`src/rtl/regfile_scoreboard_if.sv`:
```
// Bundle of decode-side read/issue signals and the WB write-back/flush path
// for the ID-stage register file with a pending-write scoreboard.
//
// Handshake: an issue completes on a rising edge where iss_valid && iss_ready
// (with iss_dest < NUM_REGS). iss_ready is combinational from iss_dest and the
// scoreboard state, so decode must hold iss_valid/iss_dest stable while it is
// low. Write-back and flush are single-cycle strobes with no back-pressure.
interface regfile_scoreboard_if #(
    parameter int DATA_W   = 32,
    parameter int ADDR_W   = 4,
    parameter int RD_PORTS = 2
);
    logic [RD_PORTS*ADDR_W-1:0] rd_addr;
    logic [RD_PORTS-1:0]        rd_en;
    logic [RD_PORTS*DATA_W-1:0] rd_data;
    logic [RD_PORTS-1:0]        rd_pending;
    logic                       hazard;
    logic                       iss_valid;
    logic [ADDR_W-1:0]          iss_dest;
    logic                       iss_ready;
    logic                       wb_en;
    logic [ADDR_W-1:0]          wb_dest;
    logic [DATA_W-1:0]          wb_data;
    logic                       flush;
    logic                       sb_busy;

    // Decode / WB / branch side
    modport master (
        output rd_addr, rd_en, iss_valid, iss_dest, wb_en, wb_dest, wb_data, flush,
        input  rd_data, rd_pending, hazard, iss_ready, sb_busy
    );

    // Register file side
    modport slave (
        input  rd_addr, rd_en, iss_valid, iss_dest, wb_en, wb_dest, wb_data, flush,
        output rd_data, rd_pending, hazard, iss_ready, sb_busy
    );
endinterface

```
`src/rtl/regfile_scoreboard.sv`:
```
// ID-stage register file: RD_PORTS combinational read ports, one write-back
// port with same-cycle write-through bypass, and a per-register counter of
// outstanding writes that flags read-after-write hazards.
module regfile_scoreboard #(
    parameter int DATA_W    = 32,
    parameter int NUM_REGS  = 15,
    parameter int ADDR_W    = 4,
    parameter int RD_PORTS  = 2,
    parameter int CNT_W     = 2,
    parameter int INIT_MODE = 1
) (
    input logic                 clk,
    input logic                 rst,
    regfile_scoreboard_if.slave bus
);
    // Extra bit so the bound still compares correctly when NUM_REGS == 2**ADDR_W
    localparam logic [ADDR_W:0]  NUM_REGS_W = (ADDR_W + 1)'(NUM_REGS);
    localparam logic [CNT_W-1:0] CNT_MAX    = '1;

    logic [DATA_W-1:0] regs_q [NUM_REGS];
    logic [CNT_W-1:0]  cnt_q  [NUM_REGS];

    logic iss_ok;
    logic wb_ok;
    logic wb_hit;
    logic iss_ready_int;
    logic iss_fire;

    // Address range checks and issue/write-back qualification
    always_comb begin
        iss_ok        = ({1'b0, bus.iss_dest} < NUM_REGS_W);
        wb_ok         = ({1'b0, bus.wb_dest} < NUM_REGS_W);
        wb_hit        = bus.wb_en & wb_ok;
        iss_ready_int = iss_ok ? (cnt_q[bus.iss_dest] != CNT_MAX) : 1'b1;
        iss_fire      = bus.iss_valid & iss_ready_int & iss_ok;
    end

    assign bus.iss_ready = iss_ready_int;

    // Register contents: reset image, then write-back (flush does not block data)
    always_ff @(posedge clk or posedge rst) begin
        if (rst) begin
            for (int i = 0; i < NUM_REGS; i++) begin
                regs_q[i] <= (INIT_MODE == 1) ? DATA_W'(i) : '0;
            end
        end else if (wb_hit) begin
            regs_q[bus.wb_dest] <= bus.wb_data;
        end
    end

    // Outstanding-write counters: flush wins, issue+wb to one register cancel
    always_ff @(posedge clk or posedge rst) begin
        if (rst) begin
            for (int i = 0; i < NUM_REGS; i++) begin
                cnt_q[i] <= '0;
            end
        end else if (bus.flush) begin
            for (int i = 0; i < NUM_REGS; i++) begin
                cnt_q[i] <= '0;
            end
        end else if (!(iss_fire && wb_hit && (bus.iss_dest == bus.wb_dest))) begin
            if (iss_fire) begin
                cnt_q[bus.iss_dest] <= cnt_q[bus.iss_dest] + 1'b1;
            end
            if (wb_hit && (cnt_q[bus.wb_dest] != '0)) begin
                cnt_q[bus.wb_dest] <= cnt_q[bus.wb_dest] - 1'b1;
            end
        end
    end

    // Scoreboard busy reflects registered counter state only
    always_comb begin
        bus.sb_busy = 1'b0;
        for (int i = 0; i < NUM_REGS; i++) begin
            bus.sb_busy = bus.sb_busy | (cnt_q[i] != '0);
        end
    end

    for (genvar k = 0; k < RD_PORTS; k++) begin : g_rd
        logic [ADDR_W-1:0] addr;
        logic              addr_ok;
        logic              byp;
        logic [CNT_W-1:0]  cnt;
        logic              last_wb;

        assign addr = bus.rd_addr[k*ADDR_W +: ADDR_W];

        // Read port: bypass the in-flight write-back, unbacked addresses read 0.
        // A write-back retiring the last outstanding write clears pending,
        // because its data is already on the bypass path this cycle.
        always_comb begin
            addr_ok = ({1'b0, addr} < NUM_REGS_W);
            byp     = wb_hit & (bus.wb_dest == addr);
            cnt     = addr_ok ? cnt_q[addr] : '0;
            last_wb = byp & (cnt == CNT_W'(1)) & ~(iss_fire & (bus.iss_dest == addr));
            if (!addr_ok) begin
                bus.rd_data[k*DATA_W +: DATA_W] = '0;
            end else if (byp) begin
                bus.rd_data[k*DATA_W +: DATA_W] = bus.wb_data;
            end else begin
                bus.rd_data[k*DATA_W +: DATA_W] = regs_q[addr];
            end
            bus.rd_pending[k] = addr_ok & (cnt != '0) & ~last_wb;
        end
    end

    assign bus.hazard = |(bus.rd_en & bus.rd_pending);
endmodule
```
`src/flat_wrapper.sv`:
```
// flat-port wrapper written by rule: the top's interface ports become plain ports
module regfile_scoreboard_flat 
#(
    parameter int DATA_W    = 32,
    parameter int NUM_REGS  = 15,
    parameter int ADDR_W    = 4,
    parameter int RD_PORTS  = 2,
    parameter int CNT_W     = 2,
    parameter int INIT_MODE = 1
)
  (clk, rst, bus_rd_addr, bus_rd_en, bus_iss_valid, bus_iss_dest, bus_wb_en, bus_wb_dest, bus_wb_data, bus_flush, bus_rd_data, bus_rd_pending, bus_hazard, bus_iss_ready, bus_sb_busy);
  regfile_scoreboard_if #(.DATA_W(DATA_W), .ADDR_W(ADDR_W), .RD_PORTS(RD_PORTS)) bus_i ();
  input logic clk;
  input logic rst;
  input wire logic [$bits(bus_i.rd_addr)-1:0] bus_rd_addr;
  input wire logic [$bits(bus_i.rd_en)-1:0] bus_rd_en;
  input wire logic [$bits(bus_i.iss_valid)-1:0] bus_iss_valid;
  input wire logic [$bits(bus_i.iss_dest)-1:0] bus_iss_dest;
  input wire logic [$bits(bus_i.wb_en)-1:0] bus_wb_en;
  input wire logic [$bits(bus_i.wb_dest)-1:0] bus_wb_dest;
  input wire logic [$bits(bus_i.wb_data)-1:0] bus_wb_data;
  input wire logic [$bits(bus_i.flush)-1:0] bus_flush;
  output wire logic [$bits(bus_i.rd_data)-1:0] bus_rd_data;
  output wire logic [$bits(bus_i.rd_pending)-1:0] bus_rd_pending;
  output wire logic [$bits(bus_i.hazard)-1:0] bus_hazard;
  output wire logic [$bits(bus_i.iss_ready)-1:0] bus_iss_ready;
  output wire logic [$bits(bus_i.sb_busy)-1:0] bus_sb_busy;
  assign bus_i.rd_addr = bus_rd_addr;
  assign bus_i.rd_en = bus_rd_en;
  assign bus_i.iss_valid = bus_iss_valid;
  assign bus_i.iss_dest = bus_iss_dest;
  assign bus_i.wb_en = bus_wb_en;
  assign bus_i.wb_dest = bus_wb_dest;
  assign bus_i.wb_data = bus_wb_data;
  assign bus_i.flush = bus_flush;
  assign bus_rd_data = bus_i.rd_data;
  assign bus_rd_pending = bus_i.rd_pending;
  assign bus_hazard = bus_i.hazard;
  assign bus_iss_ready = bus_i.iss_ready;
  assign bus_sb_busy = bus_i.sb_busy;
  regfile_scoreboard #(.DATA_W(DATA_W), .NUM_REGS(NUM_REGS), .ADDR_W(ADDR_W), .RD_PORTS(RD_PORTS), .CNT_W(CNT_W), .INIT_MODE(INIT_MODE)) u_core (.clk(clk), .rst(rst), .bus(bus_i));
endmodule
```
`config.mk`:
```
export PLATFORM = sky130hd
export DESIGN_NAME = regfile_scoreboard_flat
export DESIGN_NICKNAME = d
export VERILOG_FILES = /design/src/rtl/regfile_scoreboard_if.sv /design/src/rtl/regfile_scoreboard.sv /design/src/flat_wrapper.sv
export SDC_FILE = /design/constraint.sdc
export NUM_CORES = 1
export LEC_CHECK = 0
export CAP_MARGIN = 25
export CORE_MARGIN = 3
export CORE_UTILIZATION = 40
export CTS_CLUSTER_DIAMETER = 100
export DETAILED_ROUTE_END_ITERATION = 12
export PLACE_DENSITY_LB_ADDON = 0.15
export SKIP_LAST_GASP = 1
export SLEW_MARGIN = 30
export SYNTH_ARGS = -nofsm -noshare
export SYNTH_HDL_FRONTEND = slang
export SYNTH_SLANG_ARGS = --single-unit
```
`constraint.sdc`:
```
create_clock -name clk -period 44.1 [get_ports clk]
set_clock_uncertainty 0.2 [all_clocks]
set_input_delay 11.025 -clock clk [delete_from_list [all_inputs] [get_ports clk]]
set_output_delay 11.025 -clock clk [all_outputs]
set_load 0.02 [all_outputs]
```
==> impl_metrics.tcl, run 1 <==
set metrics [dict create \
    status "finished clean" \
    min_from "u_core.regs_q[375]" \
    core_area_sq_um 72340 \
    grt_usage_pct 22.45 \
    utilization_pct 46.09 \
    yosys.area_share.simple_pct 3.501 \
    vias_per_cell 6.219 \
    dp_cells 2951 \
    static-leakage-power_nw 13.46 \
    path_max_fanout 18 \
    cts_buffers 58 \
    seqCellArea_sq_um 12800 \
    rr_endpoint "u_core.cnt_q[15]" \
    die-height_microns 277.7 \
    drt_iter0_drc 1473 \
    grt_pass1_wl_microns 131800 \
    design_area_sq_um 33340 \
    clock-root-buffer "clkbuf_16" \
    placed_area_sq_um 31400 \
    cts_buffer_depth 3 \
    fin_crit_ps 26340 \
    cp_cell_sequence "clkdlybuf4s50_1 > nor2b_1 > o2bb2ai_1 > mux2i_1 > a21oi_1 > ha_1 > nor2b_1 > and2_1 > a211oi_1 > o221ai_1 > a22o_1 > clkdlybuf4s50_1" \
    gp_congestion 0.8774 \
    cp.required_ps 32880 \
    crit_path_end_kind "output port" \
    ys_seq_area_share_pct 43.35 \
    drc 0 \
    nNetsFinal 2119 \
    synth_area_sq_um 29520 \
    setup_viol_count_final 0 \
    reg2reg_from "u_core.cnt_q[7]" \
    hold_viol 0 \
    cap_violations 0 \
    cts_sinks 510 \
    layout.cells.non_filler 3060 \
    synth_top_family_by_area "multiplexers" \
    synth.area.top_cells "dfrtp_1 (41%), mux2_2 (21%), mux4_2 (20%), mux2i_1 (3.3%), dfstp_2 (2.5%)" \
    multi_input_comb_area_sq_um 15800 \
    finalPower_mw 1.529 \
    slew_headroom_pct 36.11 \
    yosysTopAreaCellShare_pct 40.86 \
    drt-total-wl_microns 86680 \
    cts_max_level 2 \
    synth_compound_area_share_pct 3.263 \
    critPathMaxStageDelay_ps 890 \
    fp-row-count 98 \
    critPathKind "in -> out" \
    min_path_cells 1 \
    cts_hold_buf 0 \
    dr.pass1.iters 5 \
    initial_utilization_pct 40.81 \
    yosys_warnings 0 \
    area_growth_pct 12.94 \
    synthCells 2036 \
    hold_path_class "reg -> reg" \
    peakVddDrop_mv 0.03150 \
    synth_area_leader_cell "dfrtp_1" \
    async_flop_share_pct 100.0 \
    synth.distinct_cells 62 \
    postCtsSetupRepairBufs 0 \
    rsz0062_at_grt "no" \
    synth_seq_cells 510 \
    grt_max_degree 92 \
    synth_edf_count 0 \
    synthAdderAreaFrac_pct 0.08476 \
    setup.worst_path.start_class "input port" \
    die_area_sq_um 77100 \
    via_count 19030 \
    worstRegToRegCells 8 \
    synth_mux_area_share_pct 45.74 \
    max_freq_ghz 0.03797 \
    worst_pin_slew_ps 945.5 \
    period_share_pct 59.72 \
    cp_data_arrival_time_ps 15110 \
    reg2reg_slack_ps 40270 \
    drive_gt1_share_pct 47.77 \
    clk_pin_slew_ps 60 \
    drtAntennaViolNets 0 \
    synth_xor_area_share_pct 0.5933 \
    drt-wirelength-per-cell_microns 28.33 \
    cts_tree "done" \
    power_density_nw_per_um2 45.86 \
    port_buffers 123 \
    insertion_delay_ps 630 \
    final-max-slew-violation-count 0 \
    antenna_found_initial 4 \
    nFillCells 6362 \
    postCtsResizedCells 0 \
    syn_avg_cell_area_sq_um 14.50 \
    grt_overflow 0 \
    die_x_microns 277.7 \
    syn_nets 2093 \
    grt_pass1_vias 20060 \
    crit_slowest_cell "nor2b_1" \
    hpwl_microns 50150 \
    pin_count 124 \
    whs_endpoint "u_core.regs_q[375]" \
    synthFlopType "dfrtp_1" \
    tns_ps 0 \
]
[per-stage QoR]
stage | hold slack [ps] | worst slack (ps)
2_1_floorplan | 270.1 | 18680
3_3_place_gp | 282.3 | 17930
3_5_place_dp | 300.3 | 17830
4_1_cts | 313.5 | 17850
5_1_grt | 334.2 | 17500
6_report | 310.7 | 17760
[cells in the final DEF (no fill, tap or decap), types with 8 or more instances in the layout]
master and instances:
o21ai_0 78, xor2_1 8, mux2_2 545, nor2_1 15, nor4_1 8, a21oi_1 9
xnor2_1 12, clkdlybuf4s50_1 115, a32o_1 9, clkinv_2 13, inv_1 9, dfrtp_1 482
a22o_1 8, clkbuf_16 58, nand2_1 107, mux4_2 265, nand3_1 15, mux2i_1 98
nor3_1 8, mux4_1 15, clkbuf_8 11, clkbuf_1 16, nor2b_1 9, dfstp_2 28
buf_4 39
[kinds of logic (layout without fill, tap and decap cells)]
kind of cell,after synthesis,in the layout
flops,510,510
xor+xnor,20,20
simple gates,218,218
compound gates,150,150
other cells,0,2
buf+inv,211,283
fa+ha+maj,2,2
mux,925,925
[cells in the mapped netlist, drive strengths merged, types with 10 or more instances]
master / number
dfrtp: 482
inv: 10
buf: 118
nor2b: 11
o21ai: 78
xnor2: 12
mux4: 280
mux2: 547
clkbuf: 83
nand3: 16
dfstp: 28
mux2i: 98
nand2: 112
nor2: 22
[worst max-delay path by stage]
stage	slack, ps	endpoint	startpoint	cells past startpoint
after floorplan	18680	u_core.cnt_q[0]	rst	1
after global placement	17930	bus_rd_data[16]	bus_rd_addr[0]	8
after detailed placement	17830	bus_hazard	bus_iss_dest[0]	12
after CTS	17850	bus_hazard	bus_iss_dest[0]	12
after global routing	17500	bus_hazard	bus_iss_dest[1]	12
final	17760	bus_hazard	bus_iss_dest[1]	12
[power by group]
part           switching (mW)  total (mW)  internal (mW)  leakage, nW
combinational           0.154       0.394          0.239         6.27
clock                   0.203       0.484          0.281        0.931
sequential             0.0745       0.651          0.576         6.25
total                   0.432        1.53           1.10         13.5
[critical path, delay by kind of cell]
| family | cells | cell delay, ps |
|---|---|---|
| and+or+nand+nor | 3 | 1180 |
| buffers and inverters | 2 | 1410 |
| adders and majority gates | 1 | 300 |
| AOI/OAI and AO/OA | 5 | 1050 |
| muxes | 1 | 150 |
[per-layer routing]
metal	global-route usage, %	vias to the layer above	part of all wire (%)
met5	0	-	0.037
met4	6.552	4	2.7
met3	3.484	143	5.1
met2	36.37	552	48
met1	31.44	10390	44
li1	-	7939	-
[final cells by class]
class                   count  area share [%]
clock buffers              83           4.905
repair buffers            167           4.800
inverters                  10          0.1351
diodes                      2         0.01501
multi-input cells        1315           47.39
well taps                 950           3.565
clock inverters            23          0.8106
flip-flops and latches    510           38.38
[state kept, by name, indices dropped and copies added (netlist names)]
name,flops
u_core.regs_q,480
u_core.cnt_q,30
(Power assumes the default switching activity.)
==> run 2: changes to the inputs <==
Clock period 44.1 ns to 24.3 ns, I/O delays scaled along.
==> run 2 against run 1 <==
Net effect:
- via count fell by 0.33%
- wire length is essentially flat
- non-clock buffer count is 1 lower
- die area is the same
- cell count about the same
- register-to-register slack lost 20000 ps
- combinational power up 81%
- sequential cell count unchanged
- sequential power is 81% higher
- critical path depth stayed put
- hold slack better by 12 ps
==> impl_metrics.tcl, run 2 (synthesis results as in run 1) <==
set metrics [dict create \
    status "finished clean" \
    drive_gt1_share_pct 47.84 \
    cap_violations 0 \
    crit_buf_inv 2 \
    final-max-slew-violation-count 0 \
    cts_sinks 510 \
    cp.required_ps 18020 \
    fin_crit_ps 16470 \
    top_layer "met5" \
    wl_met3_microns 4919 \
    drt-total-wl_microns 86740 \
    setup_viol_count_final 0 \
    cp_cell_sequence "clkdlybuf4s50_1 > nor2b_1 > o2bb2ai_1 > mux2i_1 > a21oi_1 > ha_1 > nor2b_1 > and2_1 > a211oi_1 > o221ai_1 > a22o_1 > clkdlybuf4s50_1" \
    max_freq_ghz 0.06073 \
    postCtsSetupRepairBufs 0 \
    grt_usage_pct 22.50 \
    reg_top3 "u_core.regs_q: 480 flops, u_core.cnt_q: 30 flops" \
    tns_ps 0 \
    drtAntennaViolNets 0 \
    power_density_nw_per_um2 84.55 \
    wl_met1_microns 38160 \
    static-leakage-power_nw 13.51 \
    utilization_pct 46.25 \
    grt_overflow 0 \
    rsz0062_at_grt "no" \
    grt_max_degree 92 \
    cts_max_level 2 \
    drc 0 \
    hpwl_microns 50030 \
    pin_count 124 \
    slew_headroom_pct 35.21 \
    via_count 18970 \
    nNetsFinal 2120 \
    met2WireLength_microns 40860 \
    drt_iter0_drc 1628 \
    fp-row-count 98 \
    peakVddDrop_mv 0.05661 \
    path_max_fanout 18 \
    die_area_sq_um 77100 \
    core_area_sq_um 72340 \
    grt_pass1_vias 20270 \
    setup.worst_path.start_class "input port" \
    layout_common_cells "mux2_2 (545), dfrtp_1 (482), mux4_2 (265)" \
    insertion_delay_ps 630 \
    die-height_microns 277.7 \
    port_buffers 123 \
    top_register "u_core.regs_q" \
    dr.pass1.iters 5 \
    cp_top_family "buffers and inverters" \
    clk_pin_slew_ps 60 \
    hold_viol 0 \
    grt_pass1_wl_microns 132000 \
    initial_utilization_pct 40.81 \
    period_share_pct 67.76 \
    cp_data_arrival_time_ps 10190 \
    vias_per_cell 6.201 \
    cts_buffers 60 \
    clock-root-buffer "clkbuf_16" \
    cts_buffer_depth 3 \
    final_common_cell "mux2_2" \
    area_growth_pct 13.35 \
    cts_tree "done" \
    critPathMaxStageDelay_ps 880 \
    crit_path_end_kind "output port" \
    gp_congestion 0.8769 \
    hold_path_class "reg -> reg" \
    cts_hold_buf 0 \
    drt-wirelength-per-cell_microns 28.36 \
    worst_pin_slew_ps 969.5 \
    die_x_microns 277.7 \
    crit_slowest_cell "clkdlybuf4s50_1" \
    postCtsResizedCells 0 \
    critPathKind "in -> out" \
    antenna_found_initial 4 \
    largest_register_ff_count 480 \
]
run 2: cell types whose count changed in the layout (fill, tap and decap cells not counted), moves of 2 or more:
cell       before  now
clkinv_8        2    0
inv_6           0    2
clkbuf_8       11   15
clkbuf_16      58   60
clkinv_2       13    6
bufinv_16       4    7
run 2: layout make-up:
class | count | area, sq um
timing repair buffer | 166 | 1580
tap | 950 | 1189
fill | 6332 | 38880
inverter | 10 | 45.04
clock buffer | 88 | 1737
multi-input combinational | 1315 | 15810
antenna | 2 | 5.005
clock inverter | 18 | 302.8
sequential | 510 | 12800
run 2: metal layers:
layer | track usage [%] | up-vias
li1 | - | 7935
met1 | 31.41 | 10280
met2 | 35.67 | 589
met3 | 3.981 | 164
met4 | 7.635 | 4
met5 | 0 | -
run 2: power breakdown:
group / switching [mW] / leakage (nW) / internal (mW) / total, mW
clock network: 0.368 / 0.994 / 0.566 / 0.934
registers: 0.135 / 6.25 / 1.05 / 1.18
logic: 0.280 / 6.26 / 0.434 / 0.715
run 2: path summary, 6_finish.rpt:
check | startpoint | end | slack, ps | cells after the start
setup / recovery | bus_iss_dest[1] | bus_hazard | 7830 | 12
hold / removal | u_core.regs_q[386] | u_core.regs_q[386] | 320 | 1
setup reg to reg | u_core.cnt_q[23] | u_core.cnt_q[4] | 20520 | 9
hold reg to reg | u_core.regs_q[386] | u_core.regs_q[386] | 320 | 1
max in group asynchronous | rst | u_core.regs_q[338] | 15290 | 5
min in group asynchronous | rst | u_core.cnt_q[13] | 5750 | 2
run 2: stage by stage:
step | instance area, sq um | setup slack (ps) | total power, mW | hold slack [ps] | cells
global placement | 31370 | 8023 | 1.881 | 282.3 | 2950
global route | 33460 | 7613 | 2.962 | 334.8 | 3058
CTS | 33440 | 7912 | 2.858 | 324.2 | 3057
finish | 33460 | 7833 | 2.829 | 322.3 | 3059
floorplan | 29520 | 3828 | 1.683 | 270.1 | 2036
detailed placement | 31400 | 7892 | 1.912 | 310.2 | 2951
